--- config.mk ---
export PLATFORM = sky130hd
export DESIGN_NAME = pi_output_conditioner_flat
export DESIGN_NICKNAME = d
export VERILOG_FILES = /design/src/rtl/pi_output_conditioner_if.sv /design/src/rtl/pi_output_conditioner.sv /design/src/flat_wrapper.sv
export SDC_FILE = /design/constraint.sdc
export NUM_CORES = 1
export LEC_CHECK = 0
export ABC_AREA = 1
export CORE_AREA = 2 2 109 138
export DETAILED_ROUTE_END_ITERATION = 8
export DIE_AREA = 0 0 111 140
export PLACE_DENSITY_LB_ADDON = 0.1
export REMOVE_ABC_BUFFERS = 1
export SLEW_MARGIN = 5
export SYNTH_ARGS = -nofsm -noshare
export SYNTH_HDL_FRONTEND = slang
export SYNTH_SLANG_ARGS = --single-unit
--- constraint.sdc ---
create_clock -name clk -period 14.4 [get_ports clk]
set_input_delay 1.44 -clock clk [delete_from_list [all_inputs] [get_ports clk]]
set_output_delay 1.44 -clock clk [all_outputs]
set_load 0.03 [all_outputs]
--- src/rtl/pi_output_conditioner_if.sv ---
// DAC-side valid/ready bus of the PI output conditioner.
// master drives data/valid, slave returns ready.
interface pi_output_conditioner_if #(
    parameter int DATA_WIDTH = 16
);
    logic signed [DATA_WIDTH-1:0] out_data;
    logic                         out_valid;
    logic                         out_ready;

    modport master (
        output out_data,
        output out_valid,
        input  out_ready
    );

    modport slave (
        input  out_data,
        input  out_valid,
        output out_ready
    );
endinterface

--- src/rtl/pi_output_conditioner.sv ---
// PI output conditioner: window clamp, slew limit, DAC handshake, ramp-down.
// Optional overrun counter enabled by macro OUTCOND_OVERRUN_COUNT_EN.
module pi_output_conditioner #(
    parameter int DATA_WIDTH = 16,
    parameter int STEP_WIDTH = 16
) (
    input  logic                         clk,
    input  logic                         reset,
    input  logic                         enable,
    input  logic signed [DATA_WIDTH-1:0] in_data,
    input  logic                         in_valid,
    input  logic signed [DATA_WIDTH-1:0] upper_limit,
    input  logic signed [DATA_WIDTH-1:0] lower_limit,
    input  logic        [STEP_WIDTH-1:0] max_step,
    pi_output_conditioner_if.master      dac,
    output logic                         limiting,
    output logic                         config_error,
    output logic                  [15:0] overrun_count
);

    localparam int XW =
        ((DATA_WIDTH + 1 > STEP_WIDTH) ? DATA_WIDTH + 1 : STEP_WIDTH) + 2;

    localparam logic signed [XW-1:0] DMAX =
        {{(XW-DATA_WIDTH+1){1'b0}}, {(DATA_WIDTH-1){1'b1}}};
    localparam logic signed [XW-1:0] DMIN =
        {{(XW-DATA_WIDTH+1){1'b1}}, {(DATA_WIDTH-1){1'b0}}};

    typedef enum logic [1:0] {
        IDLE,
        RUN,
        RAMP_DOWN
    } state_t;

    state_t state, state_nxt;

    logic                         load;
    logic signed [DATA_WIDTH-1:0] lo_c;
    logic signed [DATA_WIDTH-1:0] c1;
    logic                         hit1;

    logic                         s1_valid;
    logic signed [DATA_WIDTH-1:0] s1_c;
    logic                         s1_hit;
    logic signed [DATA_WIDTH-1:0] prev;

    logic                         slot_free;
    logic                         ramp_emit;
    logic                         s2_fire;
    logic signed [DATA_WIDTH-1:0] tgt;
    logic                         tgt_hit;
    logic signed [XW-1:0]         prev_x;
    logic signed [XW-1:0]         delta;
    logic signed [XW-1:0]         mag;
    logic signed [XW-1:0]         step_x;
    logic signed [XW-1:0]         stepped;
    logic signed [XW-1:0]         sat;
    logic                         slew_hit;
    logic signed [DATA_WIDTH-1:0] s2_new;
    logic                         unused_sat_hi;

    function automatic logic signed [XW-1:0] sx(
        input logic signed [DATA_WIDTH-1:0] v
    );
        return {{(XW-DATA_WIDTH){v[DATA_WIDTH-1]}}, v};
    endfunction

    assign load = enable && in_valid;
    assign unused_sat_hi = ^sat[XW-1:DATA_WIDTH];

    // Stage 1: window clamp, forced to zero while limits are inconsistent
    always_comb begin
        lo_c = (in_data < lower_limit) ? lower_limit : in_data;
        c1   = (lo_c > upper_limit) ? upper_limit : lo_c;
        hit1 = (c1 != in_data);
        if (config_error) begin
            c1   = '0;
            hit1 = 1'b1;
        end
    end

    // Stage 2: slew limit toward the clamped sample or toward zero on ramp
    always_comb begin
        slot_free = !dac.out_valid || dac.out_ready;
        ramp_emit = (state == RAMP_DOWN) && !load && !s1_valid && slot_free;
        s2_fire   = s1_valid || ramp_emit;
        tgt       = s1_valid ? s1_c : '0;
        tgt_hit   = s1_valid && s1_hit;
        prev_x    = sx(prev);
        delta     = sx(tgt) - prev_x;
        mag       = (delta < 0) ? -delta : delta;
        step_x    = {{(XW-STEP_WIDTH){1'b0}}, max_step};
        slew_hit  = (max_step != '0) && (mag > step_x);
        stepped   = (delta < 0) ? prev_x - step_x : prev_x + step_x;
        sat       = stepped;
        if (stepped > DMAX) begin
            sat = DMAX;
        end else if (stepped < DMIN) begin
            sat = DMIN;
        end
        s2_new = slew_hit ? sat[DATA_WIDTH-1:0] : tgt;
    end

    // Next-state: RUN drains stage 1 before leaving, RAMP_DOWN ends at zero
    always_comb begin
        state_nxt = state;
        unique case (state)
            IDLE: begin
                if (load) begin
                    state_nxt = RUN;
                end
            end
            RUN: begin
                if (!enable && !s1_valid) begin
                    state_nxt = (prev != '0) ? RAMP_DOWN : IDLE;
                end
            end
            RAMP_DOWN: begin
                if (load) begin
                    state_nxt = RUN;
                end else if (ramp_emit && s2_new == '0) begin
                    state_nxt = IDLE;
                end
            end
            default: state_nxt = IDLE;
        endcase
    end

    // Pipeline, output slot and state registers
    always_ff @(posedge clk) begin
        if (!reset) begin
            state         <= IDLE;
            config_error  <= 1'b0;
            s1_valid      <= 1'b0;
            s1_c          <= '0;
            s1_hit        <= 1'b0;
            prev          <= '0;
            dac.out_data  <= '0;
            dac.out_valid <= 1'b0;
            limiting      <= 1'b0;
        end else begin
            state        <= state_nxt;
            config_error <= (lower_limit > upper_limit);
            s1_valid     <= load;
            if (load) begin
                s1_c   <= c1;
                s1_hit <= hit1;
            end
            if (s2_fire) begin
                prev          <= s2_new;
                dac.out_data  <= s2_new;
                dac.out_valid <= 1'b1;
                limiting      <= tgt_hit | slew_hit;
            end else if (dac.out_valid && dac.out_ready) begin
                dac.out_valid <= 1'b0;
            end
        end
    end

`ifdef OUTCOND_OVERRUN_COUNT_EN
    logic [15:0] ovr_cnt;

    // Count pending samples overwritten while the DAC stalls
    always_ff @(posedge clk) begin
        if (!reset) begin
            ovr_cnt <= '0;
        end else if (s2_fire && dac.out_valid && !dac.out_ready
                     && ovr_cnt != 16'hFFFF) begin
            ovr_cnt <= ovr_cnt + 16'd1;
        end
    end

    assign overrun_count = ovr_cnt;
`else
    assign overrun_count = '0;
`endif

endmodule

--- src/flat_wrapper.sv ---
// flat-port wrapper written by rule: the top's interface ports become plain ports
module pi_output_conditioner_flat 
#(
    parameter int DATA_WIDTH = 16,
    parameter int STEP_WIDTH = 16
)
  (clk, reset, enable, in_data, in_valid, upper_limit, lower_limit, max_step, limiting, config_error, overrun_count, dac_out_data, dac_out_valid, dac_out_ready);
  pi_output_conditioner_if #(.DATA_WIDTH(DATA_WIDTH)) dac_i ();
  input  logic clk;
  input  logic reset;
  input  logic enable;
  input  logic signed [DATA_WIDTH-1:0] in_data;
  input  logic in_valid;
  input  logic signed [DATA_WIDTH-1:0] upper_limit;
  input  logic signed [DATA_WIDTH-1:0] lower_limit;
  input  logic        [STEP_WIDTH-1:0] max_step;
  output logic limiting;
  output logic config_error;
  output logic                  [15:0] overrun_count;
  output wire logic [$bits(dac_i.out_data)-1:0] dac_out_data;
  output wire logic [$bits(dac_i.out_valid)-1:0] dac_out_valid;
  input wire logic [$bits(dac_i.out_ready)-1:0] dac_out_ready;
  assign dac_out_data = dac_i.out_data;
  assign dac_out_valid = dac_i.out_valid;
  assign dac_i.out_ready = dac_out_ready;
  pi_output_conditioner #(.DATA_WIDTH(DATA_WIDTH), .STEP_WIDTH(STEP_WIDTH)) u_core (.clk(clk), .reset(reset), .enable(enable), .in_data(in_data), .in_valid(in_valid), .upper_limit(upper_limit), .lower_limit(lower_limit), .max_step(max_step), .dac(dac_i), .limiting(limiting), .config_error(config_error), .overrun_count(overrun_count));
endmodule
==> results.md <==
- The flow ran to the end, and the final reports show no timing, DRC or antenna violations.
- The portion of total power attributed to the clock network is between 10% and 20%.
- The floorplan core area is 14,160 µm².
- The final wirelength is approximately 21,000 µm.
- The total negative slack for setup checks is 0 ns.
- The most numerous cell on the critical path is sky130_fd_sc_hd__nand2_1.
- Summed over all cells, the static leakage comes to about 0.005 µW.
- The total routing resource utilization after global routing is 27.45%.
- The setup path with the least slack is of type in -> reg.
- The TritonCTS clock tree is done.
- The switching share of total power is approximately 54%.
- The count of placed standard cells including taps is 1,502.
- The internal power is 459.3 µW.
- The number of non-filler instances in the completed layout is 1,509.
- In this run, post-CTS repair resized a total of 0 instances.
- The final routed wire length divided by cell count is around 14 µm.
- For flop-to-flop paths, the worst setup slack is 8.76 ns.
- The buffering stage count on the worst path with inverters included is 4.
- Across the run, the number of max-cap violations was 0.
- The floorplan has 49 rows.
- The cts-stage hold buffer count is 0.
- Leaving out fill and tap cells, the most frequent cells in the layout are 428 x sky130_fd_sc_hd__nand2_1, 223 x sky130_fd_sc_hd__inv_1, 98 x sky130_fd_sc_hd__ha_1.
- The worst setup path startpoint is lower_limit[11].
- The type of destination of the critical path is a flip-flop.
- The weighted congestion reported at the end of routability-driven placement is 0.9353.
- The Yosys warning count is 0.
- By area, the combinational part of the netlist is dominated by simple AND/OR/NAND/NOR gates.
- In this run the worst setup path terminates at u_core.s1_hit.
- The tree built by TritonCTS fans out to 39 sinks.
- The power density over cell area is 119.2 nW/µm².
- For the pin with the worst max-slew slack, the measured transition is 1.079 ns.
- The detail-routed via count per cell is 5.224.
- The number of detailed-routing iterations run before antenna repair is 5.
- Counting flops with a built-in enable in the synthesized netlist gives 0.
- After Yosys synthesis, and, or, nand and nor cells account for 38.56% of the synthesized area.
- The power spent charging and discharging nets is 536.8 µW.
- The synthesized-area fraction occupied by xor and xnor cells is 5.857%.
- After Yosys synthesis, full adders, half adders and majority gates account for ~17% of the synthesized area.
- After clock tree synthesis, the clock-pin slew on the worst setup and hold paths is 0.06 ns.
- The half-perimeter wire length of the detailed placement result is 18,480 µm.
- After synthesis the netlist holds a flip-flop and latch count of 39.
- The floorplan step set the die height to about 140 µm.
- The proportion of layout cells with a drive suffix above 1 is 4.282%.
- The critical path depth is 29.
- The floorplan step set the die width to 111 µm.
- STA classifies the critical path startpoint as a primary input.
- Once detail routing completed, the nets flagged for antenna violations numbered 0.
- The clock tree buffer depth is 2.
- The first global-routing pass estimated around 35,000 µm of wire.
- The clock tree synthesis step divided the H-tree into 2 levels.
- VDD sags by at most 52.29 µV.
- The count of different cell masters after synthesis is 48.
- The cell count after synthesis is between 1,000 and 1,500.
- The pin count of the biggest net entering global routing is 32.
- The compound-cell area share of the yosys netlist is 12.33%.
- The worst max-slew margin expressed relative to the limit is 27.78%.
- The tightest hold path in the finished design has a slack of 0.4625 ns.
- Of the total power, registers draw roughly an eighth.
- The number of DRC markers after the initial detailed-route iteration is about 380.
- STA puts the critical path data arrival time at approximately 6.5 ns.
- The shortest period the worst path allows is 6.299 ns.
- Along the worst path, the maximum fanout reaches 21.
- The worst reg-to-reg path cell count is 32.
- The final count of hold timing violations was 0.
- At the later pin of the worst-skew pair, clock insertion delay measures 0.29 ns.
- The area growth from synthesis to layout is 14.72%.
- For the final database, setup skew stands at 0.009343 ns.
- The die outline area is 15,540 µm².
- The number of global-route vias before repair is 7,664.
- Buffers inserted during clock tree synthesis total 5.
- The most common cell after layout, fill and taps aside is sky130_fd_sc_hd__nand2_1.
- Static timing analysis puts the maximum clock frequency at 158.7 MHz.
- In this run the mean area of a mapped cell was 5.777 µm².
- The multiplexer share of the synthesized area is 0%.
- The worst register-to-register path ends at u_core.state[1].
- The I/O pin count is roughly 100.
- The net total in the final layout is 1,500.
- The worst flop-to-flop path startpoint is u_core.s1_valid.
- The final-report max-slew violation count came to 0.
- For this run, the register share of the synthesized area comes to 10.72%.
- The combinational group share of total power is about three quarters.
- On the worst path, the slowest cell contributes a delay of 0.53 ns.
- Counting the fill cells in the layout gives around 1,500.
- The clock root buffer master is sky130_fd_sc_hd__clkbuf_16.
- The setup fix buffers added after clock tree synthesis is 0.
- The total number of vias is between 7,000 and 8,000.
- The overflow left after global routing is 0.
- Among cell families on the critical path, the largest total delay comes from simple AND/OR/NAND/NOR gates.
- After detailed routing, the number of remaining DRC violations is 0.
- The library cell contributing the largest single delay on the critical path is sky130_fd_sc_hd__clkdlybuf4s50_1.
- The count of input and output buffers is 87.
- The final critical path takes up 43.75% of the cycle.
- The main flop type after synthesis is sky130_fd_sc_hd__dfxtp_1.
- For this configuration, the core starts out at a cell density of 51.44%.
- The netlist area before placement is 7284 µm².
- Of all flip-flops after synthesis, the portion carrying an async set or reset was 0%.
- Setup repair after global routing left no endpoint under its margin.
- The path class of the tightest hold or removal check is reg -> reg.
- Setup violations remaining at the end of the flow were counted as 0.
- The number of antenna diodes in the final layout is 0.
- The data required time at the worst endpoint is 14.57 ns.
- The initial antenna violation count was 0.
==> power by group through the flow <==
stage	sequential (µW)	combinational (µW)	clock, µW
after floorplan	133	552	0
after global placement	127	732	0
after detailed placement	127	741	0
after CTS	124	745	128
after global routing	125	853	131
final	125	747	125
==> synth_stat cells, types with 6 or more instances <==
library cell               number  area [µm²]
sky130_fd_sc_hd__ha_1          98        1226
sky130_fd_sc_hd__o21ai_0       35       175.2
sky130_fd_sc_hd__nand3_1       68       340.3
sky130_fd_sc_hd__nand3b_1       9       67.56
sky130_fd_sc_hd__inv_1        223       837.1
sky130_fd_sc_hd__dfxtp_1       39       780.8
sky130_fd_sc_hd__a21oi_1       62       310.3
sky130_fd_sc_hd__buf_4         16       120.1
sky130_fd_sc_hd__nand4_1       24       150.1
sky130_fd_sc_hd__inv_2          6       22.52
sky130_fd_sc_hd__xor2_1        35       306.5
sky130_fd_sc_hd__nand2_1      428        1607
sky130_fd_sc_hd__nor2_1        75       281.5
sky130_fd_sc_hd__nor3_1        10       50.05
sky130_fd_sc_hd__clkbuf_1      15       56.30
sky130_fd_sc_hd__o211ai_1      20       150.1
sky130_fd_sc_hd__xnor2_1       10       87.58
sky130_fd_sc_hd__nand2_2       20       125.1
sky130_fd_sc_hd__nor2_2         6       37.54
==> logic make-up (layout without fill, tap and decap cells) <==
kind of cell | after synthesis | after routing
AO/OA/AOI/OAI | 150 | 150
buffers and inverters | 268 | 323
AND/OR/NAND/NOR | 656 | 656
other | 1 | 16
XOR/XNOR | 47 | 47
flip-flops | 39 | 39
adder cells (fa/ha/maj) | 100 | 100
==> tightest hold or removal path, delay by kind of cell (launching register included) <==
kind,cells,cell delay (ns)
flops,1,0.31
compound gates,1,0.05
simple gates,1,0.06
==> metrics by stage <==
step                setup WS, ns  util (%)  area (µm²)  power (µW)
global route               7.520     59.01        8357        1109
CTS                        8.138     59.01        8357       997.3
finish                     8.101     59.01        8357       996.1
floorplan                  9.236         -        7101       685.2
global placement           7.932     57.86        8194       858.4
detailed placement         7.834     57.86        8194       868.0
==> sequential cells by signal, summed over array words and instances, names as in the netlist <==
register and cells:
u_core.config_error 1, u_core.dac.out_data 16, u_core.dac.out_valid 1, u_core.limiting 1, u_core.s1_c 16, u_core.s1_hit 1, u_core.s1_valid 1, u_core.state 2
==> layer usage <==
layer | share of wire (%) | GRT usage [%]
met5 | 0 | 0
met4 | 6.3 | 17.37
met1 | 38 | 28.17
met3 | 3.6 | 1.990
met2 | 52 | 53.31
==> final cells by class <==
class                           instances  area [µm²]  share of cell area [%]
Timing Repair Buffer                   87       870.8                   10.42
Multi-Input combinational cell        969        5460                   65.34
Clock buffer                            5       125.1                   1.497
Sequential cell                        39       780.7                   9.343
Clock inverter                          2       37.54                  0.4492
Inverter                              229       859.6                   10.29
Tap cell                              178       222.7                   2.665
==> how the worst min path moves through the flow <==
stage / from / cells after the start / endpoint / slack, ns
3_5_place_dp: u_core.s1_c[15] / 2 / u_core.s1_c[15] / 0.46
5_1_grt: u_core.s1_c[14] / 2 / u_core.s1_c[14] / 0.48
4_1_cts: u_core.s1_c[15] / 2 / u_core.s1_c[15] / 0.46
6_report: u_core.s1_c[15] / 2 / u_core.s1_c[15] / 0.46
2_1_floorplan: u_core.s1_c[10] / 2 / u_core.s1_c[10] / 0.45
3_3_place_gp: u_core.s1_c[2] / 2 / u_core.s1_c[2] / 0.45
Power figures use the tool's default switching activity.
